File: src/rtl/sr_latch_ctrl_if.sv
// Signal bundle between a set/reset requester and the SR latch sequencer.
// The master side owns requests and latch read-back; the slave side is the sequencer.
interface sr_latch_ctrl_if;
  logic set_req;
  logic rst_req;
  logic q;
  logic not_q;
  logic en;
  logic s;
  logic r;
  logic ack;
  logic err;
  logic busy;
  logic last_op;

  modport master (
    output set_req, rst_req, q, not_q,
    input  en, s, r, ack, err, busy, last_op
  );

  modport slave (
    input  set_req, rst_req, q, not_q,
    output en, s, r, ack, err, busy, last_op
  );
endinterface

File: src/rtl/sr_latch_ctrl.sv
// Sequences glitch-free write cycles (setup, enable pulse, hold, read-back) into one
// gated SR latch, arbitrating set/reset requests and flagging read-back mismatches.
module sr_latch_ctrl #(
  parameter int unsigned SetupCycles = 1,
  parameter int unsigned PulseCycles = 2,
  parameter int unsigned HoldCycles  = 1
) (
  input  logic           i_clk,
  input  logic           i_rst,
  sr_latch_ctrl_if.slave io_bus
);

  typedef enum logic [2:0] {StIdle, StSetup, StPulse, StHold, StCheck} state_e;

  localparam logic [7:0] SetupLoad = 8'(SetupCycles - 1);
  localparam logic [7:0] PulseLoad = 8'(PulseCycles - 1);
  localparam logic [7:0] HoldLoad  = 8'(HoldCycles - 1);

  state_e     r_state;
  logic [7:0] r_cnt;
  logic       r_op;
  logic       r_last_op;
  logic       r_en;
  logic       r_s;
  logic       r_r;
  logic       r_ack;
  logic       r_err;
  logic       r_busy;

  logic       w_any_req;
  logic       w_grant_op;
  logic [1:0] w_expect;
  logic       w_readback_bad;

  always_comb begin
    w_any_req  = io_bus.set_req | io_bus.rst_req;
    // On a tie, alternate away from the previous operation.
    w_grant_op = (io_bus.set_req & io_bus.rst_req) ? ~r_last_op : io_bus.set_req;
    w_expect   = r_op ? 2'b10 : 2'b01;
    // Case inequality so an undriven or X latch output also counts as a failure.
    w_readback_bad = ({io_bus.q, io_bus.not_q} !== w_expect);
  end

  always_ff @(posedge i_clk) begin
    if (i_rst) begin
      r_state   <= StIdle;
      r_cnt     <= '0;
      r_op      <= 1'b0;
      r_last_op <= 1'b1;
      r_en      <= 1'b0;
      r_s       <= 1'b0;
      r_r       <= 1'b0;
      r_ack     <= 1'b0;
      r_err     <= 1'b0;
      r_busy    <= 1'b0;
    end else begin
      case (r_state)
        StIdle: begin
          if (w_any_req) begin
            r_state   <= StSetup;
            r_cnt     <= SetupLoad;
            r_op      <= w_grant_op;
            r_last_op <= w_grant_op;
            r_err     <= 1'b0;
            r_s       <= w_grant_op;
            r_r       <= ~w_grant_op;
            r_busy    <= 1'b1;
          end
        end
        StSetup: begin
          if (r_cnt == 8'd0) begin
            r_state <= StPulse;
            r_cnt   <= PulseLoad;
            r_en    <= 1'b1;
          end else begin
            r_cnt <= r_cnt - 8'd1;
          end
        end
        StPulse: begin
          if (r_cnt == 8'd0) begin
            r_state <= StHold;
            r_cnt   <= HoldLoad;
            r_en    <= 1'b0;
          end else begin
            r_cnt <= r_cnt - 8'd1;
          end
        end
        StHold: begin
          if (r_cnt == 8'd0) begin
            r_state <= StCheck;
            r_s     <= 1'b0;
            r_r     <= 1'b0;
            r_ack   <= 1'b1;
          end else begin
            r_cnt <= r_cnt - 8'd1;
          end
        end
        StCheck: begin
          r_state <= StIdle;
          r_ack   <= 1'b0;
          r_busy  <= 1'b0;
          r_err   <= w_readback_bad;
        end
        default: begin
          r_state <= StIdle;
          r_en    <= 1'b0;
          r_s     <= 1'b0;
          r_r     <= 1'b0;
          r_ack   <= 1'b0;
          r_busy  <= 1'b0;
        end
      endcase
    end
  end

  assign io_bus.en      = r_en;
  assign io_bus.s       = r_s;
  assign io_bus.r       = r_r;
  assign io_bus.ack     = r_ack;
  assign io_bus.err     = r_err;
  assign io_bus.busy    = r_busy;
  assign io_bus.last_op = r_last_op;

endmodule
File: src/flat_wrapper.sv
// flat-port wrapper written by rule: the top's interface ports become plain ports
module sr_latch_ctrl_flat 
#(
  parameter int unsigned SetupCycles = 1,
  parameter int unsigned PulseCycles = 2,
  parameter int unsigned HoldCycles  = 1
)
  (i_clk, i_rst, io_bus_set_req, io_bus_rst_req, io_bus_q, io_bus_not_q, io_bus_en, io_bus_s, io_bus_r, io_bus_ack, io_bus_err, io_bus_busy, io_bus_last_op);
  sr_latch_ctrl_if io_bus_i ();
  input  logic i_clk;
  input  logic i_rst;
  input wire logic [$bits(io_bus_i.set_req)-1:0] io_bus_set_req;
  input wire logic [$bits(io_bus_i.rst_req)-1:0] io_bus_rst_req;
  input wire logic [$bits(io_bus_i.q)-1:0] io_bus_q;
  input wire logic [$bits(io_bus_i.not_q)-1:0] io_bus_not_q;
  output wire logic [$bits(io_bus_i.en)-1:0] io_bus_en;
  output wire logic [$bits(io_bus_i.s)-1:0] io_bus_s;
  output wire logic [$bits(io_bus_i.r)-1:0] io_bus_r;
  output wire logic [$bits(io_bus_i.ack)-1:0] io_bus_ack;
  output wire logic [$bits(io_bus_i.err)-1:0] io_bus_err;
  output wire logic [$bits(io_bus_i.busy)-1:0] io_bus_busy;
  output wire logic [$bits(io_bus_i.last_op)-1:0] io_bus_last_op;
  assign io_bus_i.set_req = io_bus_set_req;
  assign io_bus_i.rst_req = io_bus_rst_req;
  assign io_bus_i.q = io_bus_q;
  assign io_bus_i.not_q = io_bus_not_q;
  assign io_bus_en = io_bus_i.en;
  assign io_bus_s = io_bus_i.s;
  assign io_bus_r = io_bus_i.r;
  assign io_bus_ack = io_bus_i.ack;
  assign io_bus_err = io_bus_i.err;
  assign io_bus_busy = io_bus_i.busy;
  assign io_bus_last_op = io_bus_i.last_op;
  sr_latch_ctrl #(.SetupCycles(SetupCycles), .PulseCycles(PulseCycles), .HoldCycles(HoldCycles)) u_core (.i_clk(i_clk), .i_rst(i_rst), .io_bus(io_bus_i));
endmodule
File: config.mk
export PLATFORM = sky130hd
export DESIGN_NAME = sr_latch_ctrl_flat
export DESIGN_NICKNAME = d
export VERILOG_FILES = /design/src/rtl/sr_latch_ctrl_if.sv /design/src/rtl/sr_latch_ctrl.sv /design/src/flat_wrapper.sv
export SDC_FILE = /design/constraint.sdc
export NUM_CORES = 1
export LEC_CHECK = 0
export CAP_MARGIN = 20
export CORE_MARGIN = 5
export CORE_UTILIZATION = 38
export CTS_BUF_LIST = sky130_fd_sc_hd__clkbuf_4
export DETAILED_ROUTE_END_ITERATION = 10
export SYNTH_ARGS = -nofsm -noshare
export SYNTH_HDL_FRONTEND = slang
export SYNTH_SLANG_ARGS = --single-unit
export TNS_END_PERCENT = 20
File: constraint.sdc
create_clock -name i_clk -period 1.9 [get_ports i_clk]
set_input_delay 0.38 -clock i_clk [delete_from_list [all_inputs] [get_ports i_clk]]
set_output_delay 0.38 -clock i_clk [all_outputs]
set_load 0.005 [all_outputs]
==> impl_metrics.tcl, run 1 <==
set metrics [dict create \
    outcome "complete, no violations" \
    wl_per_cell_um 12.82 \
    timing_hold_violations_final 0 \
    power_per_cell_area_nw_per_um2 1368 \
    postLayoutCellArea_um2 1303 \
    layout.nets 155 \
    detailedPlace.worstSlack_ns -0.1981 \
    cpMaxStageDelayCell "sky130_fd_sc_hd__or4_4" \
    numClockSinks 19 \
    place_hpwl_um 1778 \
    tritoncts "done" \
    grt_start_max_net_pins 12 \
    final_setup_violation_count 0 \
    antenna_left 0 \
    fmax_mhz 551.2 \
    critical_path_peak_fanout 7 \
    clock_path_buffers 2 \
    crit_path_cell_trace "or4_4, buf_4, or4_1, a21oi_1" \
    cts_made_buffers 3 \
    power.static_leakage_nw 0.5245 \
    synth.lib_cells_used.distinct 43 \
    clock_skew_ns 0.005424 \
    cts.root.buffer_cell "sky130_fd_sc_hd__clkbuf_4" \
    synth_flop_cell "sky130_fd_sc_hd__dfxtp_1" \
    fillCellCount 253 \
    ys_warn_count 0 \
    avgSynthCellArea_um2 8.651 \
    die-area_um2 3796 \
    endpoint_kind "flop" \
    post_synth_instance_area_um2 1012 \
    synth_most_common_cell "sky130_fd_sc_hd__dfxtp_1" \
    clk_transition_reported_paths_ns 0.12 \
    worstPathBufferInverterCount 1 \
    mappedNetlistNets 125 \
    proportion_of_netlist_area_held_by_the_largest_area_contributor 0.3758 \
    cp_depth 4 \
    post_dp_cell_area_um2 1265 \
    finalMaxSlewViolations 0 \
    num_antenna_cells 0 \
    worstPathArrival_ns 2.05 \
    grt_use_total 0.1361 \
    max_cap_violations 0 \
    startpoint_type "flop" \
    place.gp.congestion 0.8359 \
    first_global_vias 881 \
    syn_to_final_growth_pct 28.68 \
    synth_commonest_cells "sky130_fd_sc_hd__dfxtp_1, sky130_fd_sc_hd__a21oi_1, sky130_fd_sc_hd__nand2_1, sky130_fd_sc_hd__nor2_1, sky130_fd_sc_hd__nor3_1" \
    rsz0062_at_grt "no" \
    drtIter0Drc 42 \
    maximum_single_stage_delay_on_the_critical_path_ns 0.55 \
    floorplan.initialDensity 0.4013 \
    critPathTopFamily "simple AND/OR/NAND/NOR gates" \
    chipWidth_um 61.61 \
    setup_slack_ns 0.08569 \
    post-route-drc-count 0 \
    grt_pass1_wl_um 3884 \
    layout_cell_share_with_drive_strength_beyond_1 0.2329 \
    worst_slew_margin_rel 0.7666 \
    core_area_um2 2522 \
    number_of_antenna_violations_at_the_first_check_in_global_routing 0 \
    post-route-period-util 0.9549 \
    timing.setup.critical_path_class "flop to flop" \
    floorplan.die.height_um 61.61 \
    synth-edff-count 0 \
    grt.overflow.total 0 \
    dr.pass1.iters 4 \
    timing.critical_path.required_ns 2.14 \
    r2r_cells 4 \
    synth_async_sr_flop_share 0 \
    yosysTopAreaCell "sky130_fd_sc_hd__dfxtp_1" \
    synth.yosys.seq_area_share 0.3758 \
    ys_ff_latch 19 \
    power.ir.vdd_worst_uv 679.6 \
    dr_total_vias 962 \
    clock_latency_ns 0.30 \
    cts-htree-levels 1 \
    post_synth_inst_count 117 \
    worst_max_slew_pin_slew_ns 0.3493 \
    design.portCount 13 \
    vias_per_cell 5.466 \
    io_buffers 12 \
    hold-path-cell-count 2 \
    standard_cell_row_count 18 \
    r2r_setup_slack_ns 0.09 \
    route.final.wire_length_um 2256 \
    post_synth_main_area_contributors "sky130_fd_sc_hd__dfxtp_1, sky130_fd_sc_hd__a21oi_1, sky130_fd_sc_hd__nor3_1" \
    holdCritPathClass "flop to flop" \
    layout_min_cycle_time_ns 1.814 \
]
-- cell usage in the layout, fill, tap and decap left out, drive strengths merged, types with 2 or more instances in the layout --
master	instances
a21oi	12
buf	19
clkbuf	3
clkdlybuf4s50	12
dfxtp	19
ha	2
inv	4
nand2	8
nand3	3
nand4	2
nor2	9
nor3	6
o2111ai	2
o21ai	6
o31ai	3
or2	3
or3	6
or4	5
xor2	2
-- per-layer routing --
layer	wire length, um	track usage
met1	1156	0.1886
met2	1008	0.2152
met3	78	0.03354
met4	13	0.02727
met5	0	0
-- repair_timing --
action | 4_1_cts | 5_1_grt
buffers inserted | 0 | 0
hold buffers | 0 | 0
resized for setup | 0 | 4
endpoints found under the setup margin | 0 | 7
-- tightest hold or removal path, delay by kind of cell, from the launching register on --
kind | cells | cell delay [ns]
AND/OR/NAND/NOR | 1 | 0.07
flip-flops | 1 | 0.33
AO/OA/AOI/OAI | 1 | 0.05
-- report_power, final --
group	internal, mW	leakage (nW)	switching (mW)	total, mW
combinational	0.536	0.351	0.476	1.01
sequential	0.492	0.156	0.0689	0.561
clock	0.0783	0.0177	0.130	0.209
-- per-stage QoR --
step	total power [mW]	std cells	TNS, ns	hold WS [ns]	util
2_1_floorplan	1.191	117	0	0.4473	-
3_3_place_gp	1.545	172	-0.5849	0.4597	0.5015
3_5_place_dp	1.555	172	-0.7701	0.4723	0.5015
4_1_cts	1.766	176	0	0.4875	0.5124
5_1_grt	1.926	176	0	0.5082	0.5164
6_report	1.781	176	0	0.4828	0.5164
-- final cells by class --
| type | instances | area (um2) | area share |
|---|---|---|---|
| flip-flops and latches | 19 | 380.4 | 0.2920 |
| clock inverters | 1 | 5.005 | 0.003842 |
| repair buffers | 31 | 266.5 | 0.2046 |
| multi-input cells | 88 | 575.6 | 0.4419 |
| clock buffers | 3 | 22.52 | 0.01729 |
| well taps | 30 | 37.54 | 0.02882 |
| inverters | 4 | 15.01 | 0.01153 |
-- cell families after synthesis --
group | after synthesis | synth area share
simple gates | 49 | 0.2732
fa+ha+maj | 2 | 0.02472
compound gates | 35 | 0.2472
flops | 19 | 0.3758
buf+inv | 10 | 0.06179
xor+xnor | 2 | 0.01731
-- final timing paths --
check	startpoint	end
hold reg to reg	u_core.io_bus.r$_SDFFE_PP0P_	u_core.io_bus.r$_SDFFE_PP0P_
setup / recovery	u_core.r_cnt[6]$_SDFFE_PP0P_	u_core.r_cnt[7]$_SDFFE_PP0P_
setup reg to reg	u_core.r_cnt[6]$_SDFFE_PP0P_	u_core.r_cnt[7]$_SDFFE_PP0P_
hold / removal	u_core.io_bus.r$_SDFFE_PP0P_	u_core.io_bus.r$_SDFFE_PP0P_
-- state kept, by name (all words and copies together), names as in the netlist --
signal / count
u_core.r_cnt: 8
u_core.r_state: 3
u_core.io_bus.ack: 1
u_core.io_bus.busy: 1
u_core.io_bus.en: 1
u_core.io_bus.err: 1
u_core.io_bus.last_op: 1
u_core.io_bus.r: 1
u_core.io_bus.s: 1
u_core.r_op: 1
Note: power is estimated with default switching activity, not from simulation.
==> inputs of run 2 (changes only) <==
- PLACE_DENSITY: not set -> 0.72
==> run 2 against run 1 <==
Power increased by 1.2%. Clock-buffer cell count rose by 1. Core utilization fell by 0.64 points. Sequential cell count did not move. Sequential power rose by 4.6%. Clock power rose by 6%. Die area did not move. Via count is 0.73% higher. Routed wire length up 7.1%. Critical path depth rose by 2. Hold slack better by 0.0016 ns. Maximum frequency decreased by 2.5%. Largest cell class unchanged. Highest routed layer unchanged.
==> impl_metrics.tcl, run 2 (same netlist as run 1, synthesis figures left out) <==
set metrics [dict create \
    outcome "complete, no violations" \
    dr_total_vias 969 \
    rsz0062_at_grt "yes" \
    post-route-drc-count 0 \
    critical_path_peak_fanout 6 \
    largestRegisters "u_core.r_cnt: 8 flops, u_core.r_state: 3 flops" \
    numClockSinks 19 \
    floorplan.die.height_um 61.61 \
    max_flop_register "u_core.r_cnt" \
    clk_transition_reported_paths_ns 0.11 \
    largest_reg_flops 8 \
    layout_min_cycle_time_ns 1.860 \
    core_area_um2 2522 \
    first_global_vias 989 \
    cts.root.buffer_cell "sky130_fd_sc_hd__clkbuf_4" \
    place_hpwl_um 1796 \
    layout.cells.most_common "sky130_fd_sc_hd__dfxtp_1" \
    power.ir.vdd_worst_uv 778.0 \
    drtIter0Drc 49 \
    detailedPlace.worstSlack_ns -0.1013 \
    postLayoutCellArea_um2 1286 \
    post_dp_cell_area_um2 1235 \
    timing.setup.critical_path_class "flop to flop" \
    layoutNonFillerInstCount 172 \
    tritoncts "done" \
    worst_max_slew_pin_slew_ns 0.3972 \
    grt_use_total 0.1519 \
    io_buffers 12 \
    post-place-cells 168 \
    clock_path_buffers 2 \
    fmax_mhz 537.6 \
    timing.critical_path.required_ns 2.14 \
    dr.pass1.iters 4 \
    route.final.wire_length_um 2417 \
    setup_slack_ns 0.03974 \
    fillCellCount 252 \
    finalMaxSlewViolations 0 \
    hold-path-cell-count 2 \
    worst_slew_margin_rel 0.7349 \
    postCtsSetupBuffers 0 \
    syn_to_final_growth_pct 27.07 \
    place.gp.congestion 0.8100 \
    vias_per_cell 5.634 \
    design_power_total_mw 1.804 \
    holdCritPathClass "flop to flop" \
    chipWidth_um 61.61 \
    r2r_cells 6 \
    power.static_leakage_nw 0.5036 \
    cts_hold_buffers 0 \
    clock_latency_ns 0.30 \
    grt.overflow.total 0 \
    startpoint_type "flop" \
    endpoint_kind "flop" \
    cts-htree-levels 1 \
    wl_per_cell_um 14.05 \
    layout_cell_share_with_drive_strength_beyond_1 0.2394 \
    number_of_antenna_violations_at_the_first_check_in_global_routing 0 \
    worstPathArrival_ns 2.10 \
    layout.nets 151 \
    final_setup_violation_count 0 \
    grt_start_max_net_pins 13 \
    power_per_cell_area_nw_per_um2 1402 \
    layout.cells.most_common_list "sky130_fd_sc_hd__dfxtp_1, sky130_fd_sc_hd__buf_4, sky130_fd_sc_hd__clkdlybuf4s50_1, sky130_fd_sc_hd__a21oi_1" \
    die-area_um2 3796 \
    standard_cell_row_count 18 \
    floorplan.initialDensity 0.4013 \
    post-route-period-util 0.9791 \
    design.portCount 13 \
    antenna_left 0 \
    clock_skew_ns 0.008139 \
    cts_made_buffers 3 \
    timing_hold_violations_final 0 \
    grt_pass1_wl_um 4215 \
    num_antenna_cells 0 \
    max_cap_violations 0 \
]
-- run 2: worst paths after layout --
check                           slack (ns)                          from                      endpoint
worst max-delay path                  0.04  u_core.r_cnt[0]$_SDFFE_PP0P_  u_core.r_cnt[5]$_SDFFE_PP0P_
worst min-delay path                  0.48  u_core.io_bus.r$_SDFFE_PP0P_  u_core.io_bus.r$_SDFFE_PP0P_
worst max register to register        0.04  u_core.r_cnt[0]$_SDFFE_PP0P_  u_core.r_cnt[5]$_SDFFE_PP0P_
worst min register to register        0.48  u_core.io_bus.r$_SDFFE_PP0P_  u_core.io_bus.r$_SDFFE_PP0P_
-- run 2: routing by layer --
layer / vias to the layer above / wire (um) / track usage
met5: - / 0 / 0
met4: 0 / 56 / 0.06667
met3: 6 / 79 / 0.04612
met2: 22 / 1172 / 0.2451
met1: 452 / 1108 / 0.1857
li1: 489 / - / -
-- run 2: layout make-up --
cell class | count | area, um2 | area share
clock buffers | 4 | 30.03 | 0.02335
inverters | 4 | 15.01 | 0.01167
well taps | 30 | 37.54 | 0.02918
multi-input cells | 88 | 584.3 | 0.4543
repair buffers | 27 | 236.5 | 0.1839
flip-flops and latches | 19 | 382.9 | 0.2977
-- run 2: critical path, cell delays in order, from the launching register on --
cell	delay (ns)
sky130_fd_sc_hd__dfxtp_2	0.34
sky130_fd_sc_hd__inv_1	0.05
sky130_fd_sc_hd__ha_1	0.20
sky130_fd_sc_hd__or3b_4	0.29
sky130_fd_sc_hd__o311ai_4	0.13
sky130_fd_sc_hd__or4_2	0.65
sky130_fd_sc_hd__a21oi_2	0.15
-- run 2: per-stage QoR --
| stage | hold slack (ns) | TNS, ns | utilization |
|---|---|---|---|
| after floorplan | 0.4473 | 0 | - |
| after global placement | 0.4616 | -0.2319 | 0.4896 |
| after detailed placement | 0.4681 | -0.3674 | 0.4896 |
| after CTS | 0.4874 | 0 | 0.5025 |
| after global routing | 0.5211 | -0.02365 | 0.5099 |
| final | 0.4843 | 0 | 0.5099 |
-- run 2: timing repair --
action	CTS	global route
pin swaps	0	2
endpoints found under the setup margin	5	7
resized for setup	1	7
endpoints found under the hold margin	0	0
-- run 2: power by group --
group          internal [mW]  switching (mW)  leakage (nW)
registers              0.494          0.0929         0.157
logic                  0.520           0.476         0.329
clock network         0.0963           0.125        0.0184
==> edit: new RTL, flow settings as in run 1 <==
Make the reset (`i_rst`) asynchronous in one clocked block.
--- a/src/rtl/sr_latch_ctrl.sv
+++ b/src/rtl/sr_latch_ctrl.sv
@@ -41,7 +41,7 @@
     w_readback_bad = ({io_bus.q, io_bus.not_q} !== w_expect);
   end
 
-  always_ff @(posedge i_clk) begin
+  always_ff @(posedge i_clk or posedge i_rst) begin
     if (i_rst) begin
       r_state   <= StIdle;
       r_cnt     <= '0;
Check against the original RTL: differs if i_rst is asserted again (counterexample within 4 cycles, from zero or initial values and one cycle with i_rst high); with i_rst held inactive, the same outputs for 10 cycles.
==> edit against run 1 <==
The run now ends with negative setup slack left. Cell area rose by 17%. Maximum frequency fell by 8.0%. Sequential cell count unchanged. Routed wire length is 26% higher. Total power rose by 43%. Setup slack worse by 0.16 ns. Clock skew shrank 0.0032 ns. Synthesized area is 12% higher. Core utilization increased by 2.8 points.
==> edit: results (changes against run 1) <==
STA
-------------------------------------------------------------------------------
Tightest Pin Transition                                               0.4691 ns   +0.1198 ns
Final-layout setup total negative slack                              -0.3836 ns   -0.3836 ns
Final Worst Setup Slack                                             -0.07109 ns   -0.1568 ns
Setup violations, final                                                       7   +7

GLOBAL ROUTING
-------------------------------------------------------------------------------
Pin count of the biggest net entering global routing                         16   +4
Wire length of the first global-routing pass                           4.892 mm   +26%
Vias in the first global route                                            1,032   +17%
Met2 GRT Util                                                            23.84%   +2.3 points
Met1 demand-to-capacity share in global routing                          19.50%   +0.64 points

CELLS AND AREA
-------------------------------------------------------------------------------
Fraction of standard cell area that is sequential                        31.20%   +2.0 points
Relative area of clock buffers and inverters in the final design         1.966%   -0.15 points
Non-clock buffer contribution to total cell area                         20.88%   +0.42 points
Layout cells sized above 1                                               32.90%   +9.6 points
Number of ordinary inverters in the final layout                              6   +2
Fraction of standard cell area in multi-input logic                      41.93%   -2.3 points
Number of clock buffer instances in the layout                                4   +1

ROUTING
-------------------------------------------------------------------------------
Vias                                                                      1,044   +8.5%
Violation count after the first detailed-routing iteration                   37   -12%
Total wire length after detailed routing                               2.841 mm   +26%

HOLD PATH
-------------------------------------------------------------------------------
Type of the worst min-delay path                                   input port to asynchronous set/reset pin

LOGIC SYNTHESIS
-------------------------------------------------------------------------------
Net count of the mapped netlist                                             127   +1.6%
Sequential cell area fraction in the yosys report                        42.05%   +4.5 points
Post-synth top cells                                               dfrtp_1 (18), nor2_1 (14), nand2_1 (8)
Share of flip-flops with an asynchronous set or reset                    100.0%   +100 points
Synth area leaders                                                 dfrtp_1 (40%), nor2_1 (4.6%), o31ai_1 (4.6%), a21oi_2 (4.6%), or4_1 (3.3%)
Combinational family with the most area after synthesis            compound AO/OA/AOI/OAI gates
Synthesized-area fraction occupied by xor and xnor cells                0.7726%   -0.96 points

PLACEMENT
-------------------------------------------------------------------------------
# placed instances                                                          176   +2.3%
Half-perimeter wire length after placement                             1.970 mm   +11%
Pre-CTS setup slack                                                  -0.1652 ns   +0.03282 ns
Routability Congestion                                                   0.7984   -4.5%

RUN STATUS
-------------------------------------------------------------------------------
Failing checks                                                     negative setup slack
Run status                                                         finished with violations

CLOCKING
-------------------------------------------------------------------------------
Quantity of gates resized following cts                                       2   +2

POWER AND IR DROP
-------------------------------------------------------------------------------
Power per Cell Area                                                 1671 nW/µm²   +22%
Sequential logic power                                                   733 µW   +31%
Fraction of power spent switching nets                                   39.56%   +1.6 points
VDD IR-drop max                                                       0.6993 mV   +2.9%
Leakage power figure                                               0.0006658 µW   +27%

CRITICAL PATH
-------------------------------------------------------------------------------
Startpoint of the worst setup timing path                          u_core.r_cnt[0]

edit: cell types whose count changed in the layout (fill, tap and decap cells not counted), sizes merged, moves of 3 or more:
cell   delta
o31ai     +4
dfrtp    +18
buf       +7
nor2      +5
or3       -3
dfxtp    -19
edit: metal layers:
metal / wire length, µm / vias to the layer above
met5: 0 / -
met4: 13 / 0
met3: 99 / 2
met2: 1352 / 13
met1: 1375 / 514
li1: - / 515
edit: cells by family (layout without fill, tap and decap cells):
logic type / Yosys count / after routing
xor gates and xnor gates: 1 / 1
AOI/OAI and AO/OA: 36 / 36
muxes: 2 / 2
and+or+nand+nor: 47 / 47
adders and majority gates: 2 / 2
DFF: 19 / 19
buffers and inverters: 12 / 48
edit: worst max-delay path: stages (launching register included):
cell and delay (ns):
dfrtp_1 0.40, inv_2 0.09, ha_4 0.13, or3b_4 0.37, or4_4 0.54, o41ai_4 0.07, buf_6 0.20, a311oi_4 0.05
